### src/rtl/seg7_pkg.sv
// Shared constants for the seven-segment scan driver: hex glyph table,
// inactive output levels and digit count.
package seg7_pkg;

    localparam int NUM_DIGITS = 4;

    typedef logic [3:0] nibble_t;
    typedef logic [6:0] seg_t;

    localparam logic [NUM_DIGITS-1:0] AN_OFF  = '0;
    localparam seg_t                  SEG_OFF = '0;

    // Segment a on bit 0 through g on bit 6; entry 15 listed first.
    localparam logic [15:0][6:0] SEG_TABLE = {
        7'h71, 7'h79, 7'h5E, 7'h39,   // F E d C
        7'h7C, 7'h77, 7'h6F, 7'h7F,   // b A 9 8
        7'h07, 7'h7D, 7'h6D, 7'h66,   // 7 6 5 4
        7'h4F, 7'h5B, 7'h06, 7'h3F    // 3 2 1 0
    };

endpackage

### src/rtl/seg7_hex_decode.sv
// Combinational hex nibble to seven-segment pattern, logical-high polarity.
module seg7_hex_decode
    import seg7_pkg::*;
(
    input  logic [3:0] nib,
    output logic [6:0] seg
);

    assign seg = SEG_TABLE[nib];

endmodule

### src/rtl/seg7_scan_driver.sv
// Multiplexed 4-digit seven-segment driver clocked by an external one-hot
// phase; double-buffered display value, dead time and phase checking.
module seg7_scan_driver
    import seg7_pkg::*;
#(
    parameter int DEAD_CYCLES = 2,
    parameter bit ACTIVE_LOW  = 1'b1
) (
    input  logic        clk,
    input  logic        rst,
    input  logic [3:0]  phase,
    input  logic        data_valid,
    input  logic [15:0] data,
    output logic        data_ready,
    input  logic        blank_lz,
    output logic [3:0]  an,
    output logic [6:0]  seg,
    output logic        phase_err
);

    localparam int            DW        = (DEAD_CYCLES > 0) ? $clog2(DEAD_CYCLES + 1) : 1;
    localparam logic [DW-1:0] DEAD_LOAD = DW'(DEAD_CYCLES);

    logic [15:0]           shadow_q, shadow_d;
    logic [15:0]           pend_q, pend_d;
    logic                  pend_full_q, pend_full_d;
    logic [3:0]            prev_phase_q, prev_phase_d;
    logic [DW-1:0]         dead_q, dead_d;
    logic                  phase_err_q, phase_err_d;
    logic [3:0]            an_q, an_d;
    logic [6:0]            seg_q, seg_d;

    logic                  xfer;
    logic                  boundary;
    logic                  phase_chg;
    logic                  phase_ok;
    logic [1:0]            dig_idx;
    logic [3:0]            nib;
    logic [6:0]            dec_seg;
    logic [NUM_DIGITS-1:0] nib_zero;
    logic [NUM_DIGITS-1:0] lz_blank;
    logic                  upper_zero;

    assign data_ready = ~pend_full_q & ~rst;
    assign xfer       = data_valid & data_ready;
    assign phase_ok   = $onehot(phase);
    assign phase_chg  = (phase != prev_phase_q);
    assign boundary   = (phase == 4'b0001) && (prev_phase_q != 4'b0001);

    // Pending can only be full or accepting in a given cycle, never both,
    // so the boundary move and a new capture never collide.
    always_comb begin
        shadow_d    = shadow_q;
        pend_d      = pend_q;
        pend_full_d = pend_full_q;
        if (boundary && pend_full_q) begin
            shadow_d    = pend_q;
            pend_full_d = 1'b0;
        end
        if (xfer) begin
            pend_d      = data;
            pend_full_d = 1'b1;
        end
    end

    always_comb begin
        prev_phase_d = phase;
        phase_err_d  = phase_err_q | ~phase_ok;
        if (phase_chg) begin
            dead_d = DEAD_LOAD;
        end else if (dead_q != '0) begin
            dead_d = dead_q - DW'(1);
        end else begin
            dead_d = dead_q;
        end
    end

    always_comb begin
        dig_idx = '0;
        for (int i = 0; i < NUM_DIGITS; i++) begin
            if (phase[i]) dig_idx = 2'(i);
        end
    end

    // Digits are taken from the next shadow value so that, with no dead
    // time, digit 0 of a new frame already shows the freshly moved value.
    assign nib = shadow_d[{dig_idx, 2'b00} +: 4];

    seg7_hex_decode u_dec (
        .nib (nib),
        .seg (dec_seg)
    );

    always_comb begin
        nib_zero   = '0;
        lz_blank   = '0;
        upper_zero = 1'b1;
        for (int i = 0; i < NUM_DIGITS; i++) begin
            nib_zero[i] = (shadow_d[4*i +: 4] == 4'h0);
        end
        for (int k = NUM_DIGITS - 1; k >= 1; k--) begin
            upper_zero  = upper_zero & nib_zero[k];
            lz_blank[k] = upper_zero;
        end
    end

    always_comb begin
        an_d  = AN_OFF;
        seg_d = SEG_OFF;
        if (phase_ok && (dead_d == '0)) begin
            an_d  = phase;
            seg_d = (blank_lz && lz_blank[dig_idx]) ? SEG_OFF : dec_seg;
        end
    end

    always_ff @(posedge clk) begin
        if (rst) begin
            shadow_q     <= '0;
            pend_q       <= '0;
            pend_full_q  <= 1'b0;
            prev_phase_q <= '0;
            dead_q       <= DEAD_LOAD;
            phase_err_q  <= 1'b0;
            an_q         <= AN_OFF;
            seg_q        <= SEG_OFF;
        end else begin
            shadow_q     <= shadow_d;
            pend_q       <= pend_d;
            pend_full_q  <= pend_full_d;
            prev_phase_q <= prev_phase_d;
            dead_q       <= dead_d;
            phase_err_q  <= phase_err_d;
            an_q         <= an_d;
            seg_q        <= seg_d;
        end
    end

    assign an        = ACTIVE_LOW ? ~an_q  : an_q;
    assign seg       = ACTIVE_LOW ? ~seg_q : seg_q;
    assign phase_err = phase_err_q;

endmodule

### config.mk
export PLATFORM = sky130hd
export DESIGN_NAME = seg7_scan_driver
export DESIGN_NICKNAME = d
export VERILOG_FILES = /design/src/rtl/seg7_pkg.sv /design/src/rtl/seg7_hex_decode.sv /design/src/rtl/seg7_scan_driver.sv
export SDC_FILE = /design/constraint.sdc
export NUM_CORES = 1
export LEC_CHECK = 0
export CORE_UTILIZATION = 60
export CTS_BUF_LIST = sky130_fd_sc_hd__clkbuf_8
export CTS_CLUSTER_SIZE = 25
export DETAILED_ROUTE_END_ITERATION = 12
export MAX_ROUTING_LAYER = met4
export PLACE_DENSITY = 0.85
export SYNTH_ARGS = -nofsm -noshare
export SYNTH_HDL_FRONTEND = slang
export SYNTH_SLANG_ARGS = --single-unit
### constraint.sdc
create_clock -name clk -period 6.3 [get_ports clk]
set_input_delay 1.89 -clock clk [delete_from_list [all_inputs] [get_ports clk]]
set_output_delay 1.89 -clock clk [all_outputs]
set_load 0.005 [all_outputs]
## Word level (Yosys, flattened, before mapping)

Memories as Yosys holds them, arrays and structs flattened. A register that Yosys moved wholly into a read port is not among the register bits.
Cells that the tools add are included.

- $add $sub $neg: 4
- Multiply operators: 0
- Div/mod/pow operators: 0
- Order comparisons: 1
- Equal/unequal tests: 4
- Shift-type cells: 1
- Multiplexer cells: 10
- Bitwise operators: 11
- Reduce and logical (&&, ||, !) cells: 12

Operators with widths:

| cell | number |
|---|---|
| $mux 16 | 1 |
| $shiftx 16x5->4 | 1 |
| $logic_not 4->1 | 3 |
| $mux 2 | 4 |
| $not 7->7 | 1 |
| $add 1x1->2 | 2 |
| $and 1x1->1 | 4 |
| $eq 4x1->1 const B | 1 |
| $logic_and 1x1->1 | 4 |
| $mux 1 | 4 |
| $ne 4x1->1 const B | 1 |
| $ne 4x4->1 | 1 |
| $not 1->1 | 4 |
| $not 4->4 | 1 |
| $reduce_bool 2->1 | 2 |
| $add 2x2->3 | 1 |
| $eq 3x1->1 const B | 1 |
| $lt 2x3->1 const B | 1 |
| $reduce_or 3->1 | 1 |
| $bmux 1 s2 | 1 |
| $logic_not 2->1 | 1 |
| $reduce_or 2->1 | 1 |
| $sub 2x1->2 const B | 1 |
| $or 1x1->1 | 1 |

- Flip-flop bits (word level): 44
- Latch bits: 0
- Bits in writable memories: 0
- ROM bits: 112
- Input bits: 24
- Output and inout port bits: 13
- Memories kept: 1

Memories:

| name | depth | bits a word | rd ports | clocked after Yosys merged registers in | wr ports | RTL line | RTL |
|---|---|---|---|---|---|---|---|
| (name not given) | 16 | 7 | 1 | 1 | 0 | seg7_hex_decode.sv:9 | `assign seg = SEG_TABLE[nib];` |

## Logic depth before layout (Yosys ltp)

- Depth after elaboration: 11
- Mapped depth: 13

## Hierarchy

Synthesis repeated with hierarchy kept, for this count alone.

- Cell total of the unflattened synthesis: 264
- Area total of the unflattened synthesis: 2398.6 um^2

By module, submodules not included:

| module | times used | cells each | area an instance (um^2) | sequential area each (um^2) |
|---|---|---|---|---|
| seg7_scan_driver | 1 | 231 | 2112.0 | 1021.0 |
| seg7_hex_decode | 1 | 33 | 286.5 | 0.0 |

## Least setup slack after synthesis

No wires, ideal clock.

- Path type: input to register
- Start point: input port phase[1]
- End point: register seg_q[1]
- Arrival: 4.249 ns
- Required time: 6.214 ns
- Setup slack: 1.966 ns
- Stages on the path: 13
- Buffers on the path: 2
- Cell sequence: clkbuf_1 inv_1 ha_1 and4bb_1 buf_6 nand2_4 mux4_2 o21a_2 ha_1 inv_1 a21oi_1 a21oi_1 a211oi_1

- Longest elaborated chain between the ends: 11

Ends and longest elaborated chain:

| what | RTL line | RTL |
|---|---|---|
| start, declared | seg7_scan_driver.sv:11 | `input logic [3:0] phase,` |
| $eq 4x1->1 | seg7_scan_driver.sv:48 | `assign boundary = (phase == 4'b0001) && (prev_phase_q != 4'b0001);` |
| $logic_and 1x1->1 | seg7_scan_driver.sv:48 |  |
| $logic_and 1x1->1 | seg7_scan_driver.sv:56 | `if (boundary && pend_full_q) begin` |
| $mux 16 | seg7_scan_driver.sv:56 |  |
| $logic_not 4->1 | seg7_scan_driver.sv:99 | `nib_zero[i] = (shadow_d[4*i +: 4] == 4'h0);` |
| $and 1x1->1 (2 in series) | seg7_scan_driver.sv:102 | `upper_zero = upper_zero & nib_zero[k];` |
| $bmux 1 s2 | seg7_scan_driver.sv:112 | `seg_d = (blank_lz && lz_blank[dig_idx]) ? SEG_OFF : dec_seg;` |
| $mux 1 (implied by the code) | seg7_scan_driver.sv:112 |  |
| $logic_and 1x1->1 | seg7_scan_driver.sv:112 |  |
| $reduce_or 3->1 (no source line) | -- |  |
| end, declared | seg7_scan_driver.sv:31 | `logic [6:0] seg_q, seg_d;` |

Parallel ways exist; a longest one is shown, timed or not. The select of a mux whose other input is x is not followed.
A chain may end at the register's enable or synchronous reset.

## Final worst setup path

- Start point: input port rst
- End point: output port data_ready

- Longest elaborated chain between the ends: 2

Ends and longest elaborated chain:

| what | RTL line | RTL |
|---|---|---|
| start, declared | seg7_scan_driver.sv:10 | `input logic rst,` |
| $not 1->1 | seg7_scan_driver.sv:44 | `assign data_ready = ~pend_full_q & ~rst;` |
| $and 1x1->1 | seg7_scan_driver.sv:44 |  |
| end, declared | seg7_scan_driver.sv:14 | `output logic data_ready,` |

No other way between the ends.

==> flow_summary.toml <==
[floorplanning]
rows = 22
die_y_um = 66.1
dieWidth_um = 66.1
fp.dieArea_um2 = 4370
ios = 37
core_area_um2 = 3800
initial_utilization_pct = 65.0

[timing]
timing.slew.headroom_pct = 42.8
setup_violations = 0
rsz0062_at_grt = "no"
setup_slack_ps = 1200
max_freq_mhz = 196
period_share_pct = 80.9
hold_viol_final = 0
clock_skew_ps = 7.71
worst_pin_slew_ps = 858
report.final.slew_viol_count = 0
period_minus_slack_ps = 5100
setup-tns-final_ps = 0

[worst_setup_path]
critPathSlowestCell = "clkdlybuf4s50_1"
cp.required_ps = 4410
critPathMaxFanout = 40
critPathMostFrequentCell = "clkdlybuf4s50_1"
reg2reg_from = "prev_phase_q[2]"
r2r_setup_slack_ps = 3380
critical_path_class = "in2out"
critPathLaunch = "rst"
critPathTopFamily = "buffers and inverters"
cpPeakStageDelay_ps = 450
crit_end = "data_ready"
cp_num_cells = 4
crit_arrival_ps = 3210
start_kind = "input port"
cp-end-kind = "output pin"
r2r_end = "seg_q[6]"
reg2reg_depth = 8
path_buf_inv = 3
path_cells = "clkdlybuf4s50_1 > buf_4 > nor2_1 > clkdlybuf4s50_1"

[synth]
syn-num-nets = 332
ys.flop_type = "dfxtp_1"
synth-warning-count = 0
avgSynthCellArea_um2 = 8.31
syn-cell-area_um2 = 2470
seq_area_frac_synth_pct = 41.4
netlist_instances = 297
yosysUniqueCellTypes = 51
synth_edf_count = 0
synthArstFlopShare_pct = 0
synth_seq_cells = 51

[global_route]
grt_max_degree = 41
grt_use_total_pct = 26.3
gr-total-overflow = 0
antenna_found_initial = 0
grt_first_pass_wirelength_um = 8670
first_global_vias = 1982

[place]
dp_hpwl_um = 3690
port_buffers = 36
gp_congestion = 0.877
dp_slack_ps = 976

[cts]
cts_tree = "yes"
cts-resized-gates = 0
cts.sinks = 51
clock_latency_ps = 300
cts_buffers = 5
cts_root_buf = "clkbuf_8"
cts.path.max_buffers = 2
cts.clk_slew.worst_paths_ps = 80
cts_setup_buffers = 0
htree_levels = 2
hold_buffers = 0

[routing]
drt_iter0_markers = 147
drt-total-wl_um = 5020
firstDrtPassIters = 5
vias = 2147
wl_per_cell_um = 13.4
viasPerCell = 5.74
remaining_drc_errors = 0
drtAntennaViolNets = 0

[cells_and_area]
mostFrequentLayoutCells = "dfxtp_1, nand2_1, clkdlybuf4s50_1"
nNetsFinal = 362
drive_gt1_share_pct = 5.21
final_common_cell = "dfxtp_1"
num_antenna_cells = 0
areaGrowthSynthToFinish_pct = 17.5

[run_status]
outcome = "finished, final reports clean"

[min_path]
hold_depth = 1
min_path_type = "reg2reg"

[power]
p_leak_nw = 1.04
power_density_nw_per_um2 = 204
vdd_drop_max_mv = 0.134

[flow_run]
drv_cap = 0
==> registers in the layout, summed over array words and instances (netlist names) <==
register,flops
phase_err,1
shadow_q,16
dead_q,2
seg_q,7
pend_q,16
prev_phase_q,4
pend_full_q,1
an_q,4
==> metal layers <==
layer  share of wire (%)  vias to the layer above  global-route usage [%]  wire length, um
met5                   0                        -                       -                0
met4                 2.1                        0                    8.51              103
met3                 5.0                       14                    4.83              250
met2                  47                       67                    42.5             2350
met1                  46                      990                    33.3             2310
li1                    -                     1076                       -                -
==> synth_stat cells (all sizes together), types with 2 or more instances <==
cell / instances / area, um^2
dfxtp: 51 / 1020
nand2: 46 / 180
o21ai: 27 / 135
a21oi: 24 / 120
inv: 22 / 82.6
nand2b: 17 / 106
nor2: 12 / 45.0
nor3: 12 / 60.1
clkbuf: 11 / 41.3
ha: 10 / 125
nand3: 10 / 50.1
nor4: 6 / 37.5
buf: 4 / 38.8
a211oi: 3 / 27.5
xnor2: 3 / 26.3
a21o: 2 / 15.0
a311oi: 2 / 17.5
a31oi: 2 / 12.5
clkinv: 2 / 8.75
nand3b: 2 / 15.0
nand4: 2 / 12.5
o2111ai: 2 / 23.8
o22ai: 2 / 12.5
o41ai: 2 / 17.5
==> stage by stage <==
| stage | cells | util, % | power [mW] | hold slack (ps) | area (um^2) |
|---|---|---|---|---|---|
| floorplan | 297 | - | 0.398 | 398 | 2470 |
| global placement | 368 | 74.3 | 0.424 | 410 | 2820 |
| detailed placement | 368 | 74.3 | 0.426 | 422 | 2820 |
| CTS | 374 | 76.3 | 0.597 | 435 | 2900 |
| global route | 374 | 76.3 | 0.620 | 461 | 2900 |
| finish | 374 | 76.3 | 0.591 | 429 | 2900 |
==> how the worst min path moves through the flow <==
stage           endpoint  slack, ps      start
2_1_floorplan  dead_q[0]        400  dead_q[0]
3_3_place_gp   dead_q[0]        410  dead_q[0]
3_5_place_dp   dead_q[0]        420  dead_q[0]
4_1_cts        dead_q[0]        430  dead_q[0]
5_1_grt        dead_q[0]        460  dead_q[0]
6_report       dead_q[0]        430  dead_q[0]
==> where the power goes <==
| group | internal, mW | leakage (nW) | switching (mW) |
|---|---|---|---|
| clock | 0.0738 | 0.0361 | 0.0978 |
| combinational | 0.0372 | 0.593 | 0.0399 |
| sequential | 0.333 | 0.415 | 0.00941 |
| total | 0.444 | 1.04 | 0.147 |
==> cell type report <==
cell class,instances,area [um^2]
Clock buffer,5,68.8
Clock inverter,1,7.51
Fill cell,304,900
Inverter,24,91.3
Multi-Input combinational cell,207,1270
Sequential cell,51,1020
Tap cell,48,60.1
Timing Repair Buffer,38,375
==> worst register-to-register path: stages (launching register included) <==
cell and delay (ps):
dfxtp_1 360, or4b_1 710, nand2_4 230, mux4_2 520, o21a_2 260, ha_1 230, o21ai_0 130, a21oi_1 110
a311oi_1 270
==> kinds of logic after synthesis <==
kind of cell	synth area share [%]
AOI/OAI and AO/OA	18.7
xor gates and xnor gates	1.42
adders and majority gates	5.88
buffers and inverters	6.95
DFF	41.4
muxes	1.32
and+or+nand+nor	24.3
(Power assumes the default switching activity.)
